### src/rtl/reduction_stream_ctrl.sv
// Reduces multi-beat packets (AND/OR/XOR and complements) into one registered result per packet.
// Latency: result valid 1 cycle after the closing beat; optional m_beats port under REDUCTION_BEAT_CNT_EN.
// Backpressure: s_ready low while a result waits in DONE; m_* held stable until m_ready.
module reduction_stream_ctrl #(
    parameter int DATA_W    = 8,
    parameter int MAX_BEATS = 16,
    parameter int CNT_W     = 5
) (
    input  logic              clk,
    input  logic              rst_n,
    input  logic              s_valid,
    output logic              s_ready,
    input  logic [DATA_W-1:0] s_data,
    input  logic              s_last,
    output logic              m_valid,
    input  logic              m_ready,
    output logic              m_and,
    output logic              m_or,
    output logic              m_nand,
    output logic              m_nor,
    output logic              m_xor,
    output logic              m_nxor,
    output logic              m_ovf,
    output logic              busy
`ifdef REDUCTION_BEAT_CNT_EN
    ,
    output logic [CNT_W-1:0]  m_beats
`endif
);

    typedef enum logic [1:0] {IDLE, ACCUM, DONE, DRAIN} state_t;

    localparam logic [CNT_W-1:0] MAX_CNT = CNT_W'(MAX_BEATS);

    state_t           state_q, state_d;
    logic [CNT_W-1:0] cnt_q;
    logic [CNT_W-1:0] cnt_inc;
    logic             acc_and_q, acc_or_q, acc_xor_q;
    logic             and_nxt, or_nxt, xor_nxt;
    logic             beat_hs;
    logic             accept;
    logic             close;
    logic             ovf_nxt;
    logic             res_hs;

    assign beat_hs = s_valid & s_ready;
    assign cnt_inc = cnt_q + 1'b1;

    // The first beat of a packet combines with the identity values, not whatever is left in the accumulators.
    always_comb begin
        and_nxt = (state_q == IDLE) ? (&s_data) : (acc_and_q & (&s_data));
        or_nxt  = (state_q == IDLE) ? (|s_data) : (acc_or_q  | (|s_data));
        xor_nxt = (state_q == IDLE) ? (^s_data) : (acc_xor_q ^ (^s_data));
    end

    always_comb begin
        state_d = state_q;
        accept  = 1'b0;
        close   = 1'b0;
        ovf_nxt = 1'b0;
        res_hs  = 1'b0;
        case (state_q)
            IDLE, ACCUM: begin
                if (beat_hs) begin
                    accept  = 1'b1;
                    close   = s_last | (cnt_inc == MAX_CNT);
                    ovf_nxt = ~s_last & (cnt_inc == MAX_CNT);
                    state_d = close ? DONE : ACCUM;
                end
            end
            DONE: begin
                if (m_ready) begin
                    res_hs  = 1'b1;
                    state_d = m_ovf ? DRAIN : IDLE;
                end
            end
            DRAIN: begin
                if (beat_hs && s_last) begin
                    state_d = IDLE;
                end
            end
            default: state_d = IDLE;
        endcase
    end

    always_ff @(posedge clk) begin
        if (!rst_n) begin
            state_q   <= IDLE;
            s_ready   <= 1'b0;
            cnt_q     <= '0;
            acc_and_q <= 1'b1;
            acc_or_q  <= 1'b0;
            acc_xor_q <= 1'b0;
            m_and     <= 1'b0;
            m_or      <= 1'b0;
            m_nand    <= 1'b0;
            m_nor     <= 1'b0;
            m_xor     <= 1'b0;
            m_nxor    <= 1'b0;
            m_ovf     <= 1'b0;
`ifdef REDUCTION_BEAT_CNT_EN
            m_beats   <= '0;
`endif
        end else begin
            state_q <= state_d;
            // Registered ready keeps s_ready low through the reset cycle and decouples it from m_ready.
            s_ready <= (state_d != DONE);
            if (accept) begin
                acc_and_q <= and_nxt;
                acc_or_q  <= or_nxt;
                acc_xor_q <= xor_nxt;
                cnt_q     <= cnt_inc;
            end
            if (close) begin
                m_and   <= and_nxt;
                m_or    <= or_nxt;
                m_nand  <= ~and_nxt;
                m_nor   <= ~or_nxt;
                m_xor   <= xor_nxt;
                m_nxor  <= ~xor_nxt;
                m_ovf   <= ovf_nxt;
`ifdef REDUCTION_BEAT_CNT_EN
                m_beats <= cnt_inc;
`endif
            end
            if (res_hs) begin
                acc_and_q <= 1'b1;
                acc_or_q  <= 1'b0;
                acc_xor_q <= 1'b0;
                cnt_q     <= '0;
            end
        end
    end

    assign m_valid = (state_q == DONE);
    assign busy    = (state_q != IDLE);

endmodule

### config.mk
export PLATFORM = sky130hd
export DESIGN_NAME = reduction_stream_ctrl
export DESIGN_NICKNAME = d
export VERILOG_FILES = /design/src/rtl/reduction_stream_ctrl.sv
export SDC_FILE = /design/constraint.sdc
export NUM_CORES = 1
export LEC_CHECK = 0
export ABC_AREA = 1
export CAP_MARGIN = 10
export CORE_MARGIN = 3
export CORE_UTILIZATION = 40
export CTS_BUF_LIST = sky130_fd_sc_hd__clkbuf_4
export DETAILED_ROUTE_END_ITERATION = 8
export GPL_TIMING_DRIVEN = 0
export PLACE_DENSITY = 0.76
export SYNTH_ARGS = -nofsm -noshare
export SYNTH_HDL_FRONTEND = slang
export SYNTH_SLANG_ARGS = --single-unit
### constraint.sdc
create_clock -name clk -period 1.44 [get_ports clk]
set_input_delay 0.144 -clock clk [delete_from_list [all_inputs] [get_ports clk]]
set_output_delay 0.144 -clock clk [all_outputs]
set_load 0.05 [all_outputs]
Yosys cells after proc, flatten, opt, wreduce, memory -nomap -nowiden
Index checks and enable logic that the tools add are counted.
Operators by class
  equal/unequal tests: 5
  add/sub/neg operators: 1
  reductions and logical operators: 8
  multiplexer cells: 17
  bitwise operators: 11
Operators by type and width (number)
  2-to-1 mux 1 bit: 11
  2-to-1 mux 2 bit: 5
  AND reduction 8 bit: 1
  OR reduction 8 bit: 1
  XOR reduction 8 bit: 1
  one-hot mux 2 bit (3 select lines): 1
  adder 5 x 1 -> 5 bit (second input constant): 1
  == test 5 bit (second input constant): 1
  inverter 1 bit: 5
  == test 2 bit (second input constant): 2
  OR reduction 2 bit: 2
  AND 1 bit: 3
  == test 2 x 1 -> 1 bit (second input constant): 1
  logical NOT 2 bit: 1
  != test 2 bit (second input constant): 1
  OR 1 bit: 2
  nonzero test 2 bit: 1
  logical AND 1 bit: 1
  XOR 1 bit: 1
Storage, ports and cells
  register bits after elaboration: 18
  word-level logic and storage cells: 55
  bits of input ports: 13

Longest topological paths before layout
  word-level depth: 7
  mapped depth: 12

Least setup slack after synthesis
No wires, ideal clock.
  kind: flip-flop to flip-flop
  start point: register state_q[1]
  end point: register cnt_q[4]
  cell stages (with the launch flop): 8
  data required time: 1.324 ns
  arrival: 1.692 ns
  path buffers: 0
  period minus slack after synthesis: 1.808 ns
  path slack: -0.368 ns
  cells stage by stage: dfxtp_1 -> inv_2 -> nor2_1 -> nand2_1 -> nand2_1 -> inv_1 -> o211ai_1 -> inv_1
On the way
  cells in the longest elaborated chain, start to end: 3
  elaborated cells on any way between the ends: 7
  classes of those cells: 2 x eq/ne; 2 x mux; 3 x reduce/logical
RTL lines
  start: declaration: line 35  | state_t state_q, state_d;
  start signal: assignment: line 105  | state_q <= state_d;
  == test 2 bit
  net m_valid: line 15  | output logic m_valid,
  2-to-1 mux 1 bit: line 62  | case (state_q)
  OR reduction 2 bit (no line)
  end signal: assignment: line 112  | cnt_q <= cnt_inc;
  end: declaration: line 36  | logic [CNT_W-1:0] cnt_q;
The timed path passes the listed nets, and every way through them passes these cells.
A chain may end at the register's enable or synchronous reset.

Final worst setup path
  start point: register s_ready
  end point: register cnt_q[0]
On the way
  cells in the longest elaborated chain, start to end: 3
RTL lines
  start: declaration: line 12  | output logic s_ready,
  start signal: assignment: line 107  | s_ready <= (state_d != DONE);
  AND 1 bit: line 46  | assign beat_hs = s_valid & s_ready;
  2-to-1 mux 1 bit: line 64  | if (beat_hs) begin
  2-to-1 mux 1 bit: line 62
Every way passes these cells.

==> key figures <==
Status
  – Status: completed

Synth
  – Yosys warnings: 0
  – Syn_nets: around 180
  – Syn_area_per_cell: 6.73 um^2
  – Synthesized flop and latch total: 18
  – Sequential share of the synthesized area: around a third
  – Post-Syn Area: ~1100 um^2
  – Synth cell types: 17
  – Syn Inst Count: about 160

Detailed routing
  – Via/cell ratio: about 5.1
  – Number of remaining DRC errors: 0
  – Drt total wl: around 2600 um
  – DRT Pass-1 Iters: 4
  – Drt wl/cell: about 12 um
  – Via count: between 1000 and 1500
  – Iteration-0 DRC Markers: 22
  – Final antenna-violating net count: 0

Global routing
  – Met1 GRT Util: between 15 and 20%
  – Met2 Usage GRT: ~29%
  – Most used routing layer: met2
  – Met3 Usage GRT: 4.75%
  – Total gr overflow: 0
  – Global router's overall resource usage: roughly 16%
  – Initial antenna violation count: 0
  – Pin count of the biggest net entering global routing: 11
  – Via count of the first global-routing pass: 1060
  – First-pass GRT wire length: between 4000 and 5000 um

Final layout
  – Storage cell area: 368 um^2
  – Multi-input gate area: approximately 660 um^2
  – Design area: 1450 um^2
  – Share of layout cells above drive strength 1: about 17%
  – ANT cells: 0
  – Area Growth Syn to Fin: 36.8%
  – Nets: about 210
  – Layout Cells excl Fill: about 210
  – Filler Cells Inserted: around 220
  – Layout Utilization: about three fifths

Floorplanning
  – IO Pins: 23
  – Initial Util: between 40% and 50%
  – Die X: between 50 and 60 um
  – Cell Rows: 17
  – Die H: about 57 um
  – Die area: roughly 3300 um^2
  – Core ar.: about 2400 um^2

STA
  – Minimum clock period: approximately 1400 ps
  – Fmax: between 600 and 700 MHz
  – Final period util: roughly 100%
  – Final setup fails: 0
  – Least-Margin Pin Slew: roughly 500 ps
  – Final WS setup: 1.59 ps
  – Setup TNS: 0 ps
  – Hold Worst Slack: between 400 and 500 ps
  – Layout Skew: between 2 and 2.5 ps
  – Rel. slew slack: between 60% and 70%
  – Final hold violations: 0
  – RSZ-0062 raised after global routing: yes
  – Fin. max-slew vios: 0

Clock tree
  – Clock transition at the registers of the reported paths: 100 ps
  – H-tree Lvls: 1
  – Clock buffer depth: 2
  – Cts hold-fix bufs: 0
  – CTS tree: yes
  – Sink Count: 18
  – Skew-Pair Late Insertion Delay: roughly 300 ps
  – Root Buffer: clkbuf_4
  – Total CTS buffers: 3

Worst setup path
  – R2r setup slk: between 1.5 and 2 ps
  – Top cell family by delay on the critical path: simple AND/OR/NAND/NOR gates
  – Buf/Inv on CP: 1
  – CP max FO: 9
  – Worst path arrival time: approximately 1700 ps
  – Crit-path slowest cell: dfxtp_2
  – Element type at the critical path end: flop
  – Critical Path Start Type: flop
  – CP Data Required Time: approximately 1700 ps
  – Crit-path cells: nand2_1 -> nor2_2 -> inv_1 -> or2_0 -> a21oi_1
  – Critical path class: reg -> reg
  – Peak per-stage delay on the critical path: between 300 and 400 ps

Placed design
  – Final Wtd Congestion: roughly 0.73
  – Post-DP HPWL: approximately 1900 um
  – Dpl ws: -379 ps
  – Port buffer count: 22
  – Placed cell area: approximately 1300 um^2
  – Cells after DPL: 207

Pwr
  – Leak pwr: slightly above 0.7 nW
  – Power, Total: between 1 and 1.5 mW
  – Pwr Density: approximately 830 nW/um^2
  – Worst vdd ir: 0.000858 V

Hold path
  – Worst hold path type: reg -> reg

Flow run
  – # Max-Cap Violations: 0
-- cell usage after synthesis (all sizes together) --
cell	count	share of area [%]
nand4	4	2.4
or2	1	0.59
ha	9	11
nand2	40	14
inv	34	12
a221oi	1	0.83
dfxtp	18	34
nor2	15	5.8
o21bai	1	1.8
o211ai	3	2.1
a21oi	15	7.1
o21ai	4	1.9
nand3	12	6.2
-- sequential cells by signal (all words and copies together) (netlist names) --
register   count
m_nxor         1
acc_xor_q      1
acc_and_q      1
m_xor          1
m_or           1
acc_or_q       1
cnt_q          5
state_q        2
m_nor          1
m_ovf          1
m_nand         1
m_and          1
s_ready        1
-- metal layers --
layer / wire length [um] / up-vias
li1: - / 553
met1: 1110 / 496
met2: 1360 / 24
met3: 103 / 8
met4: 68 / 0
met5: 0 / -
-- repair_timing --
action                                  4_1_cts  5_1_grt
pin swaps                                     1        1
resized for setup                            27       11
buffers inserted                              2        1
hold endpoints to repair                      0        0
endpoints found under the setup margin       20       18
-- worst paths after layout --
check	depth (start not counted)	from	to
worst max-delay path	5	s_ready	cnt_q[0]
worst min-delay path	2	m_nand	m_nand
worst max register to register	5	s_ready	cnt_q[0]
worst min register to register	2	m_nand	m_nand
-- cell usage in the layout (no fill, tap or decap), drive strengths merged, types with 8 or more instances in the layout --
| master | n |
|---|---|
| clkdlybuf4s50 | 12 |
| nand3 | 12 |
| nand2 | 40 |
| inv | 34 |
| dfxtp | 18 |
| a21oi | 15 |
| nor2 | 15 |
| dlygate4sd2 | 8 |
| ha | 9 |
-- final cells by class --
class / count / share of cell area, %
Clock inverter: 1 / 0.260
Multi-Input combinational cell: 105 / 45.9
Sequential cell: 18 / 25.5
Clock buffer: 3 / 1.56
Timing Repair Buffer: 25 / 15.6
Inverter: 34 / 8.83
Tap cell: 28 / 2.42
-- logic make-up after synthesis --
kind of cell,count (synthesis),synth area share [%]
AND/OR/NAND/NOR,72,29.4
buffers and inverters,34,12.1
AO/OA/AOI/OAI,24,13.7
flip-flops,18,34.1
adder cells (fa/ha/maj),9,10.7
-- worst min-delay path, stage by stage (launching register included) --
cell and delay [ps]:
dfxtp_1 330, nand2_1 60, a21oi_1 50
-- where the power goes --
part           internal [mW]  switching (mW)
clock                  0.101           0.162
combinational          0.141           0.237
sequential             0.536          0.0288
total                  0.778           0.428
Note: power is estimated with default switching activity, not from simulation.
